`src/rtl/band_meter_pkg.sv`:
```
// Shared definitions for the band meter mixer: combine-mode encodings,
// the frame sequencer state type and width helpers.
package band_meter_pkg;

    localparam logic [1:0] MODE_MAX = 2'd0;
    localparam logic [1:0] MODE_AVG = 2'd1;
    localparam logic [1:0] MODE_SEL = 2'd2;

    typedef enum logic [1:0] {
        ST_IDLE   = 2'd0,
        ST_RUN    = 2'd1,
        ST_COMMIT = 2'd2
    } state_t;

    // Width of the cross-channel sum that cannot overflow.
    function automatic int sum_width(input int lvl_w, input int num_ch);
        return lvl_w + $clog2(num_ch);
    endfunction

    // Index width for a set of n items, never narrower than one bit.
    function automatic int sel_width(input int n);
        return (n > 1) ? $clog2(n) : 1;
    endfunction

endpackage

```
`src/rtl/band_peak_hold.sv`:
```
// Serial peak-hold engine: one band's peak and hold counter are updated per
// enabled cycle, selected by idx. Built only when BAND_METER_PEAK_EN is defined.
module band_peak_hold
    import band_meter_pkg::*;
#(
    parameter int NUM_BANDS   = 7,
    parameter int LVL_W       = 8,
    parameter int HOLD_FRAMES = 16,
    parameter int DECAY_STEP  = 4
) (
    input  logic                            clock,
    input  logic                            reset,
    input  logic                            en,
    input  logic [sel_width(NUM_BANDS)-1:0] idx,
    input  logic [LVL_W-1:0]                lvl,
    output logic [NUM_BANDS*LVL_W-1:0]      peaks
);

    localparam int                HOLD_W = $clog2(HOLD_FRAMES + 1);
    localparam logic [HOLD_W-1:0] HOLD_L = HOLD_W'(HOLD_FRAMES);
    localparam logic [LVL_W-1:0]  DEC_L  = LVL_W'(DECAY_STEP);

    logic [LVL_W-1:0]  p_r [NUM_BANDS];
    logic [HOLD_W-1:0] h_r [NUM_BANDS];

    logic [LVL_W-1:0]  p_cur_s;
    logic [LVL_W-1:0]  p_dec_s;
    logic [LVL_W-1:0]  p_nxt_s;
    logic [HOLD_W-1:0] h_cur_s;
    logic [HOLD_W-1:0] h_nxt_s;

    // Next peak/hold for the indexed band: capture, hold, then saturating decay.
    always_comb begin
        p_cur_s = p_r[idx];
        h_cur_s = h_r[idx];
        p_nxt_s = p_cur_s;
        h_nxt_s = h_cur_s;
        if (p_cur_s > DEC_L) begin
            p_dec_s = p_cur_s - DEC_L;
        end else begin
            p_dec_s = '0;
        end
        if (lvl >= p_cur_s) begin
            p_nxt_s = lvl;
            h_nxt_s = HOLD_L;
        end else if (h_cur_s != '0) begin
            h_nxt_s = h_cur_s - HOLD_W'(1);
        end else if (lvl > p_dec_s) begin
            p_nxt_s = lvl;
        end else begin
            p_nxt_s = p_dec_s;
        end
    end

    // Peak and hold storage, written only for the band being processed.
    always_ff @(posedge clock or negedge reset) begin
        if (!reset) begin
            for (int b = 0; b < NUM_BANDS; b++) begin
                p_r[b] <= '0;
                h_r[b] <= '0;
            end
        end else if (en) begin
            p_r[idx] <= p_nxt_s;
            h_r[idx] <= h_nxt_s;
        end
    end

    for (genvar b = 0; b < NUM_BANDS; b++) begin : g_flat
        assign peaks[b*LVL_W +: LVL_W] = p_r[b];
    end

endmodule

```
`src/rtl/band_meter_mixer.sv`:
```
// Cross-channel band level combiner with frame-atomic output commit.
// Peak-hold is built when BAND_METER_PEAK_EN is defined; otherwise peak mirrors level.
module band_meter_mixer
    import band_meter_pkg::*;
#(
    parameter int NUM_CH      = 2,
    parameter int NUM_BANDS   = 7,
    parameter int LVL_W       = 8,
    parameter int HOLD_FRAMES = 16,
    parameter int DECAY_STEP  = 4
) (
    input  logic                              clock,
    input  logic                              reset,
    input  logic                              ready,
    input  logic [NUM_CH*NUM_BANDS*LVL_W-1:0] band_in,
    input  logic [1:0]                        mode,
    input  logic [sel_width(NUM_CH)-1:0]      ch_sel,
    output logic [NUM_BANDS*LVL_W-1:0]        level,
    output logic [NUM_BANDS*LVL_W-1:0]        peak,
    output logic                              valid,
    output logic                              busy,
    output logic                              overrun
);

    localparam int                SEL_W    = sel_width(NUM_CH);
    localparam int                IDX_W    = sel_width(NUM_BANDS);
    localparam int                SUM_W    = sum_width(LVL_W, NUM_CH);
    localparam int                SHIFT    = $clog2(NUM_CH);
    localparam logic [IDX_W-1:0]  LAST_IDX = IDX_W'(NUM_BANDS - 1);
    localparam logic [SEL_W:0]    NUM_CH_L = (SEL_W + 1)'(NUM_CH);

    if ((NUM_CH < 1) || ((NUM_CH & (NUM_CH - 1)) != 0) || (NUM_BANDS < 1) ||
        (HOLD_FRAMES < 1) || (DECAY_STEP < 0)) begin : g_param_check
        $error("band_meter_mixer: illegal parameter set");
    end

    state_t                            state_r;
    state_t                            state_s;
    logic [NUM_CH*NUM_BANDS*LVL_W-1:0] cap_band_r;
    logic [1:0]                        cap_mode_r;
    logic [SEL_W-1:0]                  cap_sel_r;
    logic [IDX_W-1:0]                  band_idx_r;
    logic [LVL_W-1:0]                  work_lvl_r [NUM_BANDS];

    logic [LVL_W-1:0]                  ch_val_s [NUM_CH];
    logic [LVL_W-1:0]                  max_s;
    logic [LVL_W-1:0]                  avg_s;
    logic [LVL_W-1:0]                  sel_val_s;
    logic [LVL_W-1:0]                  comb_s;
    logic [SUM_W-1:0]                  sum_s;
    logic [NUM_BANDS*LVL_W-1:0]        work_flat_s;
    logic [NUM_BANDS*LVL_W-1:0]        peak_src_s;
    logic                              run_s;

    // Combine the channels of the current band according to the captured mode.
    always_comb begin
        for (int c = 0; c < NUM_CH; c++) begin
            ch_val_s[c] = cap_band_r[(c*NUM_BANDS + int'(band_idx_r))*LVL_W +: LVL_W];
        end
        max_s = ch_val_s[0];
        sum_s = '0;
        for (int c = 0; c < NUM_CH; c++) begin
            if (ch_val_s[c] > max_s) begin
                max_s = ch_val_s[c];
            end else begin
                max_s = max_s;
            end
            sum_s = sum_s + SUM_W'(ch_val_s[c]);
        end
        avg_s = LVL_W'(sum_s >> SHIFT);
        if ({1'b0, cap_sel_r} < NUM_CH_L) begin
            sel_val_s = ch_val_s[cap_sel_r];
        end else begin
            sel_val_s = ch_val_s[0];
        end
        case (cap_mode_r)
            MODE_MAX: comb_s = max_s;
            MODE_AVG: comb_s = avg_s;
            MODE_SEL: comb_s = sel_val_s;
            default:  comb_s = max_s;
        endcase
    end

    for (genvar b = 0; b < NUM_BANDS; b++) begin : g_work_flat
        assign work_flat_s[b*LVL_W +: LVL_W] = work_lvl_r[b];
    end

    assign run_s = (state_r == ST_RUN);

`ifdef BAND_METER_PEAK_EN
    band_peak_hold #(
        .NUM_BANDS   (NUM_BANDS),
        .LVL_W       (LVL_W),
        .HOLD_FRAMES (HOLD_FRAMES),
        .DECAY_STEP  (DECAY_STEP)
    ) u_peak_hold (
        .clock (clock),
        .reset (reset),
        .en    (run_s),
        .idx   (band_idx_r),
        .lvl   (comb_s),
        .peaks (peak_src_s)
    );
`else
    assign peak_src_s = work_flat_s;
`endif

    // Frame sequencer next-state logic.
    always_comb begin
        state_s = state_r;
        case (state_r)
            ST_IDLE: begin
                if (ready) begin
                    state_s = ST_RUN;
                end else begin
                    state_s = ST_IDLE;
                end
            end
            ST_RUN: begin
                if (band_idx_r == LAST_IDX) begin
                    state_s = ST_COMMIT;
                end else begin
                    state_s = ST_RUN;
                end
            end
            ST_COMMIT: state_s = ST_IDLE;
            default:   state_s = ST_IDLE;
        endcase
    end

    // Frame sequencer state register.
    always_ff @(posedge clock or negedge reset) begin
        if (!reset) begin
            state_r <= ST_IDLE;
        end else begin
            state_r <= state_s;
        end
    end

    // Capture, per-band working registers and the atomic output commit.
    always_ff @(posedge clock or negedge reset) begin
        if (!reset) begin
            cap_band_r <= '0;
            cap_mode_r <= MODE_MAX;
            cap_sel_r  <= '0;
            band_idx_r <= '0;
            for (int b = 0; b < NUM_BANDS; b++) begin
                work_lvl_r[b] <= '0;
            end
            level   <= '0;
            peak    <= '0;
            valid   <= 1'b0;
            busy    <= 1'b0;
            overrun <= 1'b0;
        end else begin
            valid   <= (state_r == ST_COMMIT);
            busy    <= (state_s != ST_IDLE);
            // A strobe during COMMIT is also dropped: only IDLE accepts a frame.
            overrun <= overrun | (ready & (state_r != ST_IDLE));
            case (state_r)
                ST_IDLE: begin
                    if (ready) begin
                        cap_band_r <= band_in;
                        cap_mode_r <= mode;
                        cap_sel_r  <= ch_sel;
                        band_idx_r <= '0;
                    end
                end
                ST_RUN: begin
                    work_lvl_r[band_idx_r] <= comb_s;
                    if (band_idx_r != LAST_IDX) begin
                        band_idx_r <= band_idx_r + IDX_W'(1);
                    end
                end
                ST_COMMIT: begin
                    level <= work_flat_s;
                    peak  <= peak_src_s;
                end
                default: ;
            endcase
        end
    end

endmodule
```
`config.mk`:
```
export PLATFORM = sky130hd
export DESIGN_NAME = band_meter_mixer
export DESIGN_NICKNAME = d
export VERILOG_FILES = /design/src/rtl/band_meter_pkg.sv /design/src/rtl/band_peak_hold.sv /design/src/rtl/band_meter_mixer.sv
export SDC_FILE = /design/constraint.sdc
export NUM_CORES = 1
export LEC_CHECK = 0
export ABC_AREA = 1
export BUFFER_PORTS_ARGS = -buffer_cell sky130_fd_sc_hd__buf_2
export CORE_UTILIZATION = 30
export CTS_CLUSTER_SIZE = 14
export DETAILED_ROUTE_END_ITERATION = 12
export PLACE_DENSITY = 0.48
export SLEW_MARGIN = 20
export SYNTH_ARGS = -nofsm -noshare
export SYNTH_HDL_FRONTEND = slang
export SYNTH_SLANG_ARGS = --single-unit
```
`constraint.sdc`:
```
create_clock -name clock -period 5.4 [get_ports clock]
set_input_delay 0 -clock clock [delete_from_list [all_inputs] [get_ports clock]]
set_output_delay 0 -clock clock [all_outputs]
set_load 0.005 [all_outputs]
```
==> report_table.html <==
<table>
<tr><th>Metric</th><th>Value</th></tr>
<tr><th colspan="2">Clocking</th></tr>
<tr><td>Hold-fix buffers, CTS</td><td>117</td></tr>
<tr><td>Buffers inserted during post-CTS setup optimization</td><td>0</td></tr>
<tr><td>Buffer levels on the longest clock path</td><td>3</td></tr>
<tr><td>Root Buffer Master</td><td>clkbuf_16</td></tr>
<tr><td>Count of instances resized after the clock tree is built</td><td>0</td></tr>
<tr><td>Clock insertion delay at the later pin of the skew report</td><td>approximately 0.54 ns</td></tr>
<tr><td>Inserted Clock Buffers</td><td>27</td></tr>
<tr><td>Clock tree from TritonCTS</td><td>done</td></tr>
<tr><td>CTS sink cnt</td><td>235</td></tr>
<tr><td>Count of H-tree levels built during CTS</td><td>1</td></tr>
<tr><td>Clock-pin slew of the registers on the worst-case setup and hold paths</td><td>0.06 ns</td></tr>
<tr><th colspan="2">Timing</th></tr>
<tr><td>Count of endpoints failing setup in the final report</td><td>0</td></tr>
<tr><td>Slew at the pin closest to its max-slew limit</td><td>1.01 ns</td></tr>
<tr><td>Relative slew margins</td><td>0.327</td></tr>
<tr><td>Clock tree skew after final layout</td><td>~0.0096 ns</td></tr>
<tr><td>Fin Hold WS</td><td>0.0734 ns</td></tr>
<tr><td>Final worst-path cycle share</td><td>0.635</td></tr>
<tr><td>Setup repair after global routing missed its margin</td><td>no</td></tr>
<tr><td>Aggregate negative setup slack</td><td>0 ns</td></tr>
<tr><td>Final hold violations</td><td>0</td></tr>
<tr><td>Minimum period implied by the final worst setup slack</td><td>3.43 ns</td></tr>
<tr><td>Maximum operating frequency</td><td>292 MHz</td></tr>
<tr><td>Max-slew violation count</td><td>0</td></tr>
<tr><th colspan="2">Synth</th></tr>
<tr><td>Top cell type's share of synthesized area</td><td>0.503</td></tr>
<tr><td>Post-Syn Nets</td><td>1626</td></tr>
<tr><td>Multiplexer share of the synthesized area</td><td>0</td></tr>
<tr><td>Proportion of synthesized flip-flops having asynchronous set or reset</td><td>1.00</td></tr>
<tr><td>Flop and latch count out of synthesis</td><td>235</td></tr>
<tr><td>Top flip-flop cell by instance count after synthesis</td><td>dfrtp_1</td></tr>
<tr><td>Most numerous cell in the Yosys netlist</td><td>nand2_1</td></tr>
<tr><td>Area contributors post-synth</td><td>dfrtp_1, nand2_1, inv_1</td></tr>
<tr><td>Post-synthesis instance area</td><td>11700 µm²</td></tr>
<tr><td>Arithmetic-cell share of the synthesized area counting full adders, half adders and majority gates</td><td>0.0231</td></tr>
<tr><td>Gate count after technology mapping</td><td>1487</td></tr>
<tr><td>Number of unique standard cell types used by synthesis</td><td>35</td></tr>
<tr><td>Synthesized-area fraction occupied by ao, oa, aoi and oai cells</td><td>0.0548</td></tr>
<tr><td>Combinational family with the most area after synthesis</td><td>simple AND/OR/NAND/NOR gates</td></tr>
<tr><td>Simple-gate portion of the synthesized area</td><td>0.302</td></tr>
<tr><td>Average cell area after synthesis</td><td>~8 µm²</td></tr>
<tr><td>Xor and xnor area share after synthesis</td><td>0.00150</td></tr>
<tr><td>Synthesis warning total</td><td>0</td></tr>
<tr><td>Commonest cells in the netlist</td><td>nand2_1, dfrtp_1, inv_1</td></tr>
<tr><td>EDFF count, synth</td><td>0</td></tr>
<tr><td>Portion of the post-synthesis area used by sequential elements</td><td>0.503</td></tr>
<tr><td>Yosys top cell by area</td><td>dfrtp_1</td></tr>
<tr><th colspan="2">Die</th></tr>
<tr><td>Number of top-level pins</td><td>233</td></tr>
<tr><td>Height of the chip</td><td>199 µm</td></tr>
<tr><td>DIE AREA</td><td>just under 40000 µm²</td></tr>
<tr><td>Standard-cell row count</td><td>71</td></tr>
<tr><td>Effective utilization at floorplan</td><td>0.307</td></tr>
<tr><td>Chip Width</td><td>199 µm</td></tr>
<tr><td>Area of the placeable core</td><td>approximately 38000 µm²</td></tr>
<tr><th colspan="2">Placement</th></tr>
<tr><td>Estimated wirelength of the detail-placed design</td><td>22900 µm</td></tr>
<tr><td>Placed cell areas</td><td>12800 µm²</td></tr>
<tr><td>Routability congestion estimate</td><td>0.796</td></tr>
<tr><td>Count of buffers from port buffering</td><td>232</td></tr>
<tr><td>Placed cell count</td><td>2124</td></tr>
<tr><th colspan="2">Global route</th></tr>
<tr><td>Via count of the first global-routing pass</td><td>9809</td></tr>
<tr><td>Busiest grt layer</td><td>met2</td></tr>
<tr><td>Pin count of the biggest net entering global routing</td><td>165</td></tr>
<tr><td>All-layer global routing usage</td><td>0.169</td></tr>
<tr><td>GR Util met2</td><td>0.277</td></tr>
<tr><td>Global-route wire length before repair</td><td>53300 µm</td></tr>
<tr><td>Met1 track demand over resource in global routing</td><td>0.241</td></tr>
<tr><td>Global-route congestion overflow total</td><td>0</td></tr>
<tr><td>Global routing usage on met3</td><td>0.0192</td></tr>
<tr><td>Antenna violations before repair</td><td>0</td></tr>
<tr><th colspan="2">Setup path</th></tr>
<tr><td>Beginning of the worst register-to-register path</td><td>band_idx_r[0]</td></tr>
<tr><td>Kind of critical path</td><td>register to register</td></tr>
<tr><td>Chain of cells forming the critical path</td><td>buf_4 &gt; nor2_2 &gt; nand2_1 &gt; nand2_1 &gt; nor2_2 &gt; inv_1 &gt; ha_1 &gt; nand2_1 &gt; nor3_2 &gt; nand2_1 &gt; nand2_1 &gt; nand2_2 &gt; nand2_1 &gt; nand3_1 &gt; nand2_4 &gt; nand2_1 &gt; nand2_1</td></tr>
<tr><td>Highest-delay cell along the critical path</td><td>buf_4</td></tr>
<tr><td>Kind of capture point of the worst setup path</td><td>register</td></tr>
<tr><td>Most frequent CP cell</td><td>nand2_1</td></tr>
<tr><td>Critical Path Max Stage Delay</td><td>between 0.5 and 0.6 ns</td></tr>
<tr><td>Required time worst endpoint</td><td>5.87 ns</td></tr>
<tr><td>Launching instance or port of the critical path</td><td>band_idx_r[0]</td></tr>
<tr><td>Critical path launch point type</td><td>register</td></tr>
<tr><td>Maximum net fanout on the critical path</td><td>60</td></tr>
<tr><td>WP buf/inv</td><td>2</td></tr>
<tr><td>Largest delay contributor family on the critical path</td><td>simple AND/OR/NAND/NOR gates</td></tr>
<tr><td>Arrival time of data at the critical path endpoint</td><td>3.90 ns</td></tr>
<tr><th colspan="2">Final layout</th></tr>
<tr><td>Final design area excluding fillers</td><td>14800 µm²</td></tr>
<tr><td>Syn-to-layout area delta</td><td>26.7%</td></tr>
<tr><td>Combined area of the multi-input logic cells</td><td>approximately 4500 µm²</td></tr>
<tr><td>Nets@finish</td><td>around 1900</td></tr>
<tr><td>Storage element area</td><td>5880 µm²</td></tr>
<tr><td>Number of fillers in the final layout</td><td>4016</td></tr>
<tr><td>Fraction of layout cells with a size suffix above 1</td><td>0.196</td></tr>
<tr><td>Post-layout instance count excluding filler cells</td><td>2288</td></tr>
<tr><td>Ant. Diodes</td><td>0</td></tr>
<tr><th colspan="2">Power and ir drop</th></tr>
<tr><td>Sw Share</td><td>0.461</td></tr>
<tr><td>Switching power total</td><td>~4600 µW</td></tr>
<tr><td>Maximum vdd drop</td><td>approximately 310 µV</td></tr>
<tr><td>Clock network power share</td><td>0.175</td></tr>
<tr><td>Cell Pwr Density</td><td>677 nW/µm²</td></tr>
<tr><td>Proportion of power drawn by flip-flops and latches</td><td>0.304</td></tr>
<tr><td>Lkg Pwr</td><td>between 0.007 and 0.008 µW</td></tr>
<tr><td>Comb power frac</td><td>0.522</td></tr>
<tr><td>Internal Power</td><td>5410 µW</td></tr>
<tr><th colspan="2">Drt</th></tr>
<tr><td>First-pass detailed-route iteration total</td><td>5</td></tr>
<tr><td>Overall routed net length</td><td>33100 µm</td></tr>
<tr><td>Routed via count divided by cell count</td><td>4.31</td></tr>
<tr><td>Antenna viol nets, final</td><td>0</td></tr>
<tr><td>Overall via count from detail_route</td><td>9863</td></tr>
<tr><td>DR DRC count</td><td>0</td></tr>
<tr><td>Per-cell routed wire length</td><td>14.5 µm</td></tr>
<tr><td>Number of violations reported at the end of detailed-routing iteration 0</td><td>448</td></tr>
<tr><th colspan="2">Status</th></tr>
<tr><td>Outcome</td><td>finished, final reports clean</td></tr>
<tr><th colspan="2">Min path</th></tr>
<tr><td>Class of the worst hold path</td><td>input pin to async pin</td></tr>
<tr><th colspan="2">Run</th></tr>
<tr><td>Maximum Capacitance Violations</td><td>0</td></tr>
</table>
-- metal layers --
metal	vias up	part of all wire
met1	4578	0.48
met5	-	0
li1	5031	-
met2	217	0.46
met3	37	0.034
met4	0	0.016
-- metrics by stage --
| step | total power, µW | setup slack, ns | utilization |
|---|---|---|---|
| 4_1_cts | 10200 | 1.91 | 0.390 |
| 2_1_floorplan | 6910 | 2.78 | - |
| 6_report | 10000 | 1.97 | 0.390 |
| 3_3_place_gp | 8360 | 1.96 | 0.337 |
| 3_5_place_dp | 8360 | 1.94 | 0.337 |
| 5_1_grt | 11000 | 1.55 | 0.390 |
-- cell type report --
type	instances	share of cell area
Sequential cell	235	0.397
Tap cell	511	0.0432
Clock buffer	40	0.0543
Timing Repair Buffer	356	0.162
Multi-Input combinational cell	982	0.301
Inverter	157	0.0401
Clock inverter	7	0.00287
-- state kept, by name (all words and copies together), names as in the netlist --
register and cells:
band_idx_r 3, cap_band_r 112, busy 1, peak 56, valid 1, state_r 2
overrun 1, peak_src_s 56, cap_sel_r 1, cap_mode_r 2
-- power by group through the flow --
stage | clock network [µW] | registers [µW] | logic, µW
2_1_floorplan | 0 | 2970 | 3940
3_3_place_gp | 0 | 3080 | 5280
5_1_grt | 1860 | 3170 | 6020
3_5_place_dp | 0 | 3090 | 5270
6_report | 1750 | 3050 | 5240
4_1_cts | 1810 | 3070 | 5360
-- path summary, 6_finish.rpt --
path | endpoint | slack (ns) | depth (start not counted)
min reg2reg | peak[45] | 0.47 | 2
max | peak_src_s[12] | 1.97 | 17
max in group asynchronous | band_idx_r[0] | 3.80 | 3
min in group clock | cap_band_r[14] | 0.20 | 4
max reg2reg | peak_src_s[12] | 1.97 | 17
min | peak[54] | 0.07 | 2
-- cells by family after synthesis --
family,after synthesis
xor+xnor,2
fa+ha+maj,21
buf+inv,270
simple gates,834
flops,235
compound gates,125
-- placed cells by master (no fill, tap or decap), types with 8 or more instances in the layout --
cell type / count
nand3_1: 81
buf_2: 231
inv_1: 151
dfrtp_1: 234
nor2_2: 20
clkbuf_16: 27
nand2_1: 678
nand2_4: 8
ha_1: 20
o21ai_0: 112
clkbuf_8: 8
nand2_2: 14
dlygate4sd3_1: 117
nand3_2: 10
nor2_1: 9
(Power assumes the default switching activity.)
